[src/rtl/sprite_rom_arbiter_if.sv]
// Client-side bus of sprite_rom_arbiter: per-requester request/address,
// one-hot grant, and the shared registered read return.
interface sprite_rom_arbiter_if #(
  parameter int N_REQ  = 4,
  parameter int ADDR_W = 19,
  parameter int DATA_W = 3
);
  logic [N_REQ-1:0]        req;
  logic [N_REQ*ADDR_W-1:0] addr;
  logic [N_REQ-1:0]        gnt;
  logic [DATA_W-1:0]       rd_data;
  logic [N_REQ-1:0]        rd_valid;
  logic                    busy;

  modport master (output req, addr, input gnt, rd_data, rd_valid, busy);
  modport slave  (input req, addr, output gnt, rd_data, rd_valid, busy);
endinterface

[src/rtl/sprite_rom_arbiter.sv]
// Round-robin arbiter sharing one async-read sprite ROM between N_REQ clients.
// Define SPRITE_ARB_FIXED_PRIO_EN for fixed lowest-index-first priority.
module sprite_rom_arbiter #(
  parameter int N_REQ  = 4,
  parameter int ADDR_W = 19,
  parameter int DATA_W = 3,
  parameter int DEPTH  = 2496
) (
  input  logic                 Clk,
  input  logic                 Reset,
  sprite_rom_arbiter_if.slave  bus,
  output logic [ADDR_W-1:0]    rom_addr,
  input  logic [DATA_W-1:0]    rom_data
);
  localparam int                PTR_W   = $clog2(N_REQ);
  localparam logic [PTR_W:0]    N_REQ_P = (PTR_W+1)'(N_REQ);
  localparam logic [ADDR_W-1:0] DEPTH_A = ADDR_W'(DEPTH);

  logic [N_REQ-1:0]  gnt_q;
  logic [N_REQ-1:0]  rd_valid_q;
  logic [N_REQ-1:0]  elig;
  logic [N_REQ-1:0]  win_onehot;
  logic [PTR_W-1:0]  rr_ptr;
  logic [PTR_W-1:0]  win_idx;
  logic              win_found;
  logic [ADDR_W-1:0] win_addr;
  logic [DATA_W-1:0] rd_data_q;
  logic              oob_q;

  // A requester granted this cycle still shows its old address; skip it.
  assign elig = bus.req & ~gnt_q;

  always_comb begin
    logic [PTR_W:0] idx;
    win_found = 1'b0;
    win_idx   = '0;
    idx       = '0;
    for (int k = 0; k < N_REQ; k++) begin
      idx = {1'b0, rr_ptr} + (PTR_W+1)'(k);
      if (idx >= N_REQ_P) idx = idx - N_REQ_P;
      if (!win_found && elig[idx[PTR_W-1:0]]) begin
        win_found = 1'b1;
        win_idx   = idx[PTR_W-1:0];
      end
    end
  end

  assign win_addr   = bus.addr[win_idx*ADDR_W +: ADDR_W];
  assign win_onehot = N_REQ'(1) << win_idx;

`ifdef SPRITE_ARB_FIXED_PRIO_EN
  assign rr_ptr = '0;
`else
  always_ff @(posedge Clk) begin
    if (Reset)
      rr_ptr <= '0;
    else if (win_found)
      rr_ptr <= (win_idx == PTR_W'(N_REQ-1)) ? '0 : win_idx + 1'b1;
  end
`endif

  always_ff @(posedge Clk) begin
    if (Reset) begin
      gnt_q      <= '0;
      rom_addr   <= '0;
      oob_q      <= 1'b0;
      rd_valid_q <= '0;
      rd_data_q  <= '0;
    end else begin
      rd_valid_q <= gnt_q;
      // Out-of-range reads return transparent index 0.
      rd_data_q  <= oob_q ? '0 : rom_data;
      if (win_found) begin
        gnt_q <= win_onehot;
        if (win_addr < DEPTH_A) begin
          rom_addr <= win_addr;
          oob_q    <= 1'b0;
        end else begin
          rom_addr <= '0;
          oob_q    <= 1'b1;
        end
      end else begin
        gnt_q <= '0;
      end
    end
  end

  assign bus.gnt      = gnt_q;
  assign bus.rd_valid = rd_valid_q;
  assign bus.rd_data  = rd_data_q;
  assign bus.busy     = (|gnt_q) | (|rd_valid_q);
endmodule

[src/flat_wrapper.sv]
// flat-port wrapper written by rule: the top's interface ports become plain ports
module sprite_rom_arbiter_flat 
#(
  parameter int N_REQ  = 4,
  parameter int ADDR_W = 19,
  parameter int DATA_W = 3,
  parameter int DEPTH  = 2496
)
  (Clk, Reset, rom_addr, rom_data, bus_req, bus_addr, bus_gnt, bus_rd_data, bus_rd_valid, bus_busy);
  sprite_rom_arbiter_if #(.N_REQ(N_REQ), .ADDR_W(ADDR_W), .DATA_W(DATA_W)) bus_i ();
  input  logic Clk;
  input  logic Reset;
  output logic [ADDR_W-1:0] rom_addr;
  input  logic [DATA_W-1:0] rom_data;
  input wire logic [$bits(bus_i.req)-1:0] bus_req;
  input wire logic [$bits(bus_i.addr)-1:0] bus_addr;
  output wire logic [$bits(bus_i.gnt)-1:0] bus_gnt;
  output wire logic [$bits(bus_i.rd_data)-1:0] bus_rd_data;
  output wire logic [$bits(bus_i.rd_valid)-1:0] bus_rd_valid;
  output wire logic [$bits(bus_i.busy)-1:0] bus_busy;
  assign bus_i.req = bus_req;
  assign bus_i.addr = bus_addr;
  assign bus_gnt = bus_i.gnt;
  assign bus_rd_data = bus_i.rd_data;
  assign bus_rd_valid = bus_i.rd_valid;
  assign bus_busy = bus_i.busy;
  sprite_rom_arbiter #(.N_REQ(N_REQ), .ADDR_W(ADDR_W), .DATA_W(DATA_W), .DEPTH(DEPTH)) u_core (.Clk(Clk), .Reset(Reset), .bus(bus_i), .rom_addr(rom_addr), .rom_data(rom_data));
endmodule
[config.mk]
export PLATFORM = sky130hd
export DESIGN_NAME = sprite_rom_arbiter_flat
export DESIGN_NICKNAME = d
export VERILOG_FILES = /design/src/rtl/sprite_rom_arbiter_if.sv /design/src/rtl/sprite_rom_arbiter.sv /design/src/flat_wrapper.sv
export SDC_FILE = /design/constraint.sdc
export NUM_CORES = 1
export LEC_CHECK = 0
export CORE_MARGIN = 5
export CORE_UTILIZATION = 38
export DETAILED_ROUTE_END_ITERATION = 16
export PLACE_DENSITY = 0.9
export RECOVER_POWER = 100
export SLEW_MARGIN = 20
export SYNTH_ARGS = -nofsm -noshare
export SYNTH_HDL_FRONTEND = slang
export SYNTH_SLANG_ARGS = --single-unit
[constraint.sdc]
create_clock -name Clk -period 3.54 [get_ports Clk]
set_input_delay 0.708 -clock Clk [delete_from_list [all_inputs] [get_ports Clk]]
set_output_delay 0.708 -clock Clk [all_outputs]
set_load 0.005 [all_outputs]
==> results.sh, run 1 <==
export IMPL_drive_gt1_share_pct=16.9
export IMPL_antenna_found_initial=0
export IMPL_grt_overflow_total=0
export IMPL_max_freq_mhz=299
export IMPL_die_h_um=81.7
export IMPL_nets=421
export IMPL_rsz0062_at_grt="no"
export IMPL_diodes=0
export IMPL_min_period_over_period_pct=94.3
export IMPL_critPathKind="input port to register"
export IMPL_synth_area_um2=1950
export IMPL_hold_violations=0
export IMPL_timing_slew_headroom_pct=45.4
export IMPL_synthDistinctLibCells=46
export IMPL_p_leak_nw=1.32
export IMPL_grt_pass1_wl_mm=9.76
export IMPL_cts_resized=0
export IMPL_wl_per_cell_um=15.5
export IMPL_drt_iter0_markers=80
export IMPL_min_path_cells=2
export IMPL_max_cap_violations=0
export IMPL_power_density_nw_per_um2=546
export IMPL_yosys_top_cells_area="dfxtp_1 34%, mux4_2 6.9%, nand2_1 6.0%, mux2i_1 5.6%, nor3_2 5.1%"
export IMPL_synth_seq_cells=33
export IMPL_max_slew_worst_pin_slew_ns=0.819
export IMPL_dr_wl_met2_mm=3.37
export IMPL_swShare_pct=39.7
export IMPL_setup_viol=0
export IMPL_ios=116
export IMPL_synth_edf_count=0
export IMPL_clk_pin_slew_ns=0.07
export IMPL_yosys_warnings=0
export IMPL_finClkSkew_ns=0.00774
export IMPL_ir_drop_mv=0.315
export IMPL_area_delta_synth_final_pct=72.2
export IMPL_numCtsBuffers=5
export IMPL_die_w_um=81.7
export IMPL_syn_num_nets=293
export IMPL_numPortBuffers=115
export IMPL_placed_area_um2=3300
export IMPL_grt_max_degree=29
export IMPL_postCtsHoldBufs=0
export IMPL_clk_insertion_delay_late_ns=0.28
export IMPL_core_area_um2=5040
export IMPL_clock_sinks=33
export IMPL_wl_met1_mm=2.41
export IMPL_htreeDepth=2
export IMPL_start_util_pct=38.7
export IMPL_crit_required_ns=3.74
export IMPL_nFillCells=424
export IMPL_post_cts_buffers=0
export IMPL_crit_arrival_ns=3.54
export IMPL_drt_pass1_iter_count=4
export IMPL_hold_path_class="register to register"
export IMPL_startpoint_type="input port"
export IMPL_drc=0
export IMPL_route_vias_total=2104
export IMPL_synth_ff_type="dfxtp_1"
export IMPL_final_area_um2=3360
export IMPL_pwr_share_seq_pct=24.9
export IMPL_seq_area_frac_synth_pct=33.8
export IMPL_place_congestion=0.794
export IMPL_slew_violations=0
export IMPL_viasPerCell=5.17
export IMPL_die_area_um2=6670
export IMPL_rows=26
export IMPL_clkPwrFrac_pct=14.5
export IMPL_cts_root_buf="clkbuf_8"
export IMPL_p_switching_uw=729
export IMPL_ys_async_sr_fraction_pct=0
export IMPL_wl_met3_um=469
export IMPL_clk_path_buf_depth=2
export IMPL_fin_crit_ns=3.34
export IMPL_top_layer="met4"
export IMPL_grt_pass1_vias=2151
export IMPL_syn_area_per_cell_um2=9.39
export IMPL_internal_power_mw=1.11
export IMPL_r2r_cells=10
export IMPL_hpwl_mm=5.12
export IMPL_synth_largest_area_cell="dfxtp_1"
export IMPL_synth_top_area_share_pct=33.8
export IMPL_drt_wl_total_mm=6.32
export IMPL_status="complete, no violations"
export IMPL_utilization_pct=66.7
export IMPL_cts_tree="done"
export IMPL_combPwrFrac_pct=60.7
export IMPL_grt_usage_pct=18.9
export IMPL_endpoint_kind="register"
export IMPL_ant_nets=0
export IMPL_syn_instance_count=208
export IMPL_path_max_fanout=14
-- through the flow --
| stage | setup slack [ns] | hold WS [ns] | TNS (ns) | instances | total power [mW] |
|---|---|---|---|---|---|
| 2_1_floorplan | 0.488 | 0.457 | 0 | 208 | 1.17 |
| 3_3_place_gp | 0.126 | 0.442 | 0 | 399 | 1.57 |
| 3_5_place_dp | -0.0164 | 0.454 | -0.0365 | 399 | 1.61 |
| 4_1_cts | 0.272 | 0.466 | 0 | 407 | 1.88 |
| 5_1_grt | 0.0688 | 0.491 | 0 | 407 | 1.96 |
| 6_report | 0.200 | 0.463 | 0 | 407 | 1.84 |
-- path summary, 6_finish.rpt --
check	startpoint	end	slack [ns]
setup / recovery	bus_req[2]	u_core.rom_addr[6]	0.20
hold / removal	u_core.rom_addr[17]	u_core.rom_addr[17]	0.46
setup reg to reg	u_core.bus.gnt[0]	u_core.rom_addr[6]	0.79
hold reg to reg	u_core.rom_addr[17]	u_core.rom_addr[17]	0.46
-- worst max-delay path, cell delays in order --
cell and delay [ns]:
dlygate4sd3_1 0.59, nor3b_2 0.29, a21oi_2 0.09, a22o_4 0.27, buf_4 0.20, a211oi_1 0.36, o22ai_1 0.16, a32oi_2 0.29
a41oi_4 0.19, buf_4 0.21, nor3_2 0.16
-- cell type report --
type / instances / area (µm²) / area share, %
repair buffers: 135 / 1320 / 39.3
clock inverters: 2 / 10.0 / 0.298
multi-input cells: 155 / 1190 / 35.3
flip-flops and latches: 33 / 661 / 19.6
inverters: 6 / 22.5 / 0.670
clock buffers: 6 / 72.6 / 2.16
well taps: 70 / 87.6 / 2.60
-- cell usage after synthesis, drive strengths merged, types with 2 or more instances --
library cell and number:
a311oi 5, a221oi 9, a32oi 4, and2 4, nor4 4, inv 6, dfxtp 33, mux4 6
nor3 21, a21oi 18, nor2 5, nor3b 3, a22oi 2, nand2 31, buf 7, clkbuf 7
a211oi 6, nor2b 8, mux2i 11
-- cell families (layout without fill, tap and decap cells) --
logic type             after synthesis  in the layout  synth area share [%]
AO/OA/AOI/OAI                       54             54                  23.1
buffers and inverters               20            149                  4.80
flip-flops                          33             33                  33.8
multiplexers                        18             18                  13.1
AND/OR/NAND/NOR                     83             83                  25.1
-- flip-flops by register name, summed over array words and instances, names as in the netlist --
register	count
u_core.rr_ptr	2
u_core.oob_q	1
u_core.bus.gnt	4
u_core.rom_addr	19
u_core.bus.rd_data	3
u_core.bus.rd_valid	4
-- cells in the final DEF, fill, tap and decap left out, drive strengths merged, types with 8 or more instances in the layout --
cell,count
a21oi,18
a221oi,9
buf,19
clkdlybuf4s50,82
dfxtp,33
dlygate4sd3,33
mux2i,11
nand2,31
nor2b,8
nor3,21
-- power groups by stage --
stage | clock network [mW] | logic, mW | registers (mW)
after floorplan | 0 | 0.703 | 0.462
after global placement | 0 | 1.10 | 0.465
after detailed placement | 0 | 1.14 | 0.466
after CTS | 0.273 | 1.15 | 0.458
after global routing | 0.292 | 1.21 | 0.465
final | 0.266 | 1.11 | 0.457
-- per-layer routing --
layer	GRT usage (%)	vias up
met5	0	-
met4	5.98	0
met3	4.93	6
met2	35.0	72
met1	20.9	982
li1	-	1044
Note: power is estimated with default switching activity, not from simulation.
==> run 2: changes to the inputs <==
--- a/config.mk
+++ b/config.mk
@@ -6,9 +6,9 @@
 export NUM_CORES = 1
 export LEC_CHECK = 0
 export CORE_MARGIN = 5
-export CORE_UTILIZATION = 38
+export CORE_UTILIZATION = 41
 export DETAILED_ROUTE_END_ITERATION = 16
-export PLACE_DENSITY = 0.9
+export PLACE_DENSITY = 0.95
 export RECOVER_POWER = 100
 export SLEW_MARGIN = 20
 export SYNTH_ARGS = -nofsm -noshare
==> constraint.sdc (replaced) <==
create_clock -name Clk -period 4.2 [get_ports Clk]
set_input_delay 0.84 -clock Clk [delete_from_list [all_inputs] [get_ports Clk]]
set_output_delay 0.84 -clock Clk [all_outputs]
set_load 0.005 [all_outputs]
==> run 2 against run 1 <==
  * Power decreased by 12%
  * Sequential share of layout area increased by 0.52 points
  * Combinational power decreased by 21%
  * Flip-flop and latch count unchanged
  * First-iteration DRC count decreased by 19%
  * Hold slack improved by 0.0076 ns
  * Clock power increased by 34%
==> results.sh, run 2 (synthesized netlist as in run 1, its figures left out) <==
export IMPL_status="complete, no violations"
export IMPL_clk_pin_slew_ns=0.07
export IMPL_startpoint_type="input port"
export IMPL_power_density_nw_per_um2=493
export IMPL_drc=0
export IMPL_setup_viol=0
export IMPL_crit_slowest_cell="mux4_2"
export IMPL_die_area_um2=6240
export IMPL_startpoint="bus_req[3]"
export IMPL_cts_tree="done"
export IMPL_path_max_fanout=18
export IMPL_grt_usage_pct=19.9
export IMPL_numCtsBuffers=5
export IMPL_hold_path_class="register to register"
export IMPL_final_common_cell="clkdlybuf4s50_1"
export IMPL_drt_iter0_markers=65
export IMPL_min_path_cells=2
export IMPL_critPathKind="input port to register"
export IMPL_ir_drop_mv=0.216
export IMPL_numPortBuffers=115
export IMPL_grt_overflow_total=0
export IMPL_largest_reg_flops=19
export IMPL_crit_chain="clkdlybuf4s50_1 -> or2b_4 -> a21oi_1 -> a22o_4 -> mux4_2 -> and2_0 -> a32oi_2 -> a41oi_4 -> a211oi_1"
export IMPL_clk_insertion_delay_late_ns=0.29
export IMPL_max_slew_worst_pin_slew_ns=0.764
export IMPL_postCtsHoldBufs=0
export IMPL_max_cap_violations=0
export IMPL_max_freq_mhz=258
export IMPL_timing_slew_headroom_pct=48.9
export IMPL_fin_crit_ns=3.88
export IMPL_post_place_ws_ns=0.213
export IMPL_route_vias_total=2097
export IMPL_fin_tns_setup_ns=0
export IMPL_place_congestion=0.869
export IMPL_min_period_over_period_pct=92.4
export IMPL_crit_arrival_ns=4.08
export IMPL_r2r_start="u_core.bus.gnt[3]"
export IMPL_endpoint_kind="register"
export IMPL_combPwrFrac_pct=54.1
export IMPL_drt_pass1_iter_count=4
export IMPL_hpwl_mm=4.87
export IMPL_ios=116
export IMPL_clk_path_buf_depth=2
export IMPL_die_w_um=79.0
export IMPL_p_switching_uw=615
export IMPL_cts_resized=0
export IMPL_clock_sinks=33
export IMPL_nets=411
export IMPL_grt_pass1_vias=2077
export IMPL_start_util_pct=41.9
export IMPL_rows=25
export IMPL_diodes=0
export IMPL_final_area_um2=3280
export IMPL_swShare_pct=38.1
export IMPL_internal_power_uw=1000
export IMPL_die_h_um=79.0
export IMPL_cts_root_buf="clkbuf_8"
export IMPL_wl_per_cell_um=16.4
export IMPL_final_cell_mix="83 x clkdlybuf4s50_1, 33 x dfxtp_1, 32 x dlygate4sd3_1"
export IMPL_hold_violations=0
export IMPL_finClkSkew_ns=0.00417
export IMPL_post_cts_buffers=0
export IMPL_drive_gt1_share_pct=12.8
export IMPL_crit_required_ns=4.40
export IMPL_viasPerCell=5.50
export IMPL_core_area_um2=4660
export IMPL_r2r_cells=8
export IMPL_slew_violations=0
export IMPL_utilization_pct=70.3
export IMPL_p_leak_nw=1.28
export IMPL_area_delta_synth_final_pct=67.8
export IMPL_setup_slack_ns=0.318
export IMPL_regMostFlops="u_core.rom_addr"
export IMPL_hold_ws_ns=0.471
export IMPL_placed_area_um2=3180
export IMPL_ant_nets=0
export IMPL_grt_max_degree=36
export IMPL_antenna_found_initial=0
export IMPL_pwr_share_seq_pct=23.9
export IMPL_hp_start="u_core.rom_addr[17]"
export IMPL_rsz0062_at_grt="no"
export IMPL_grt_pass1_wl_mm=9.71
export IMPL_htreeDepth=2
export IMPL_drt_wl_total_mm=6.26
export IMPL_clkPwrFrac_pct=22.0
export IMPL_slowest_delay_ns=0.56
==> run 2: cell count changes in the layout (fill, tap and decap cells not counted), sizes merged <==
cell	before	now
clkdlybuf4s50	82	83
bufinv	0	2
dlygate4sd3	33	32
buf	19	8
clkinv	2	1
==> run 2: power by group through the flow <==
stage | registers (mW) | logic (mW) | clock network, mW
floorplan | 0.389 | 0.593 | 0
detailed placement | 0.394 | 0.893 | 0
global placement | 0.392 | 0.866 | 0
CTS | 0.387 | 0.902 | 0.360
finish | 0.385 | 0.873 | 0.356
global route | 0.391 | 0.948 | 0.376
==> run 2: stage by stage <==
stage	power (mW)	cells
4_1_cts	1.65	381
6_report	1.61	381
3_3_place_gp	1.26	373
2_1_floorplan	0.982	208
5_1_grt	1.71	381
3_5_place_dp	1.29	373
==> run 2: final timing paths <==
kind	end	slack, ns
worst max register to register	u_core.rom_addr[2]	1.00
worst max-delay path	u_core.rom_addr[2]	0.32
worst min-delay path	u_core.rom_addr[17]	0.47
worst min register to register	u_core.rom_addr[17]	0.47
==> run 2: final cells by class <==
type                       count  area [µm²]
clock buffer                   5        68.8
timing repair buffer         125        1220
fill                         355        1380
inverter                       6        22.5
multi-input combinational    155        1170
clock inverter                 3        65.1
tap                           54        67.6
sequential                    33         661
==> run 2: worst max-delay path, delay by kind of cell <==
family	cells	cell delay, ns
multiplexers	1	0.56
AO/OA/AOI/OAI	5	1.72
buffers and inverters	1	0.46
AND/OR/NAND/NOR	2	0.48
==> run 2: metal layers <==
metal | vias up | global-route usage, % | routed length [µm]
li1 | 1025 | - | -
met5 | - | 0 | 0
met1 | 975 | 23.5 | 2550
met3 | 8 | 6.24 | 527
met2 | 89 | 34.1 | 3090
met4 | 0 | 6.36 | 95
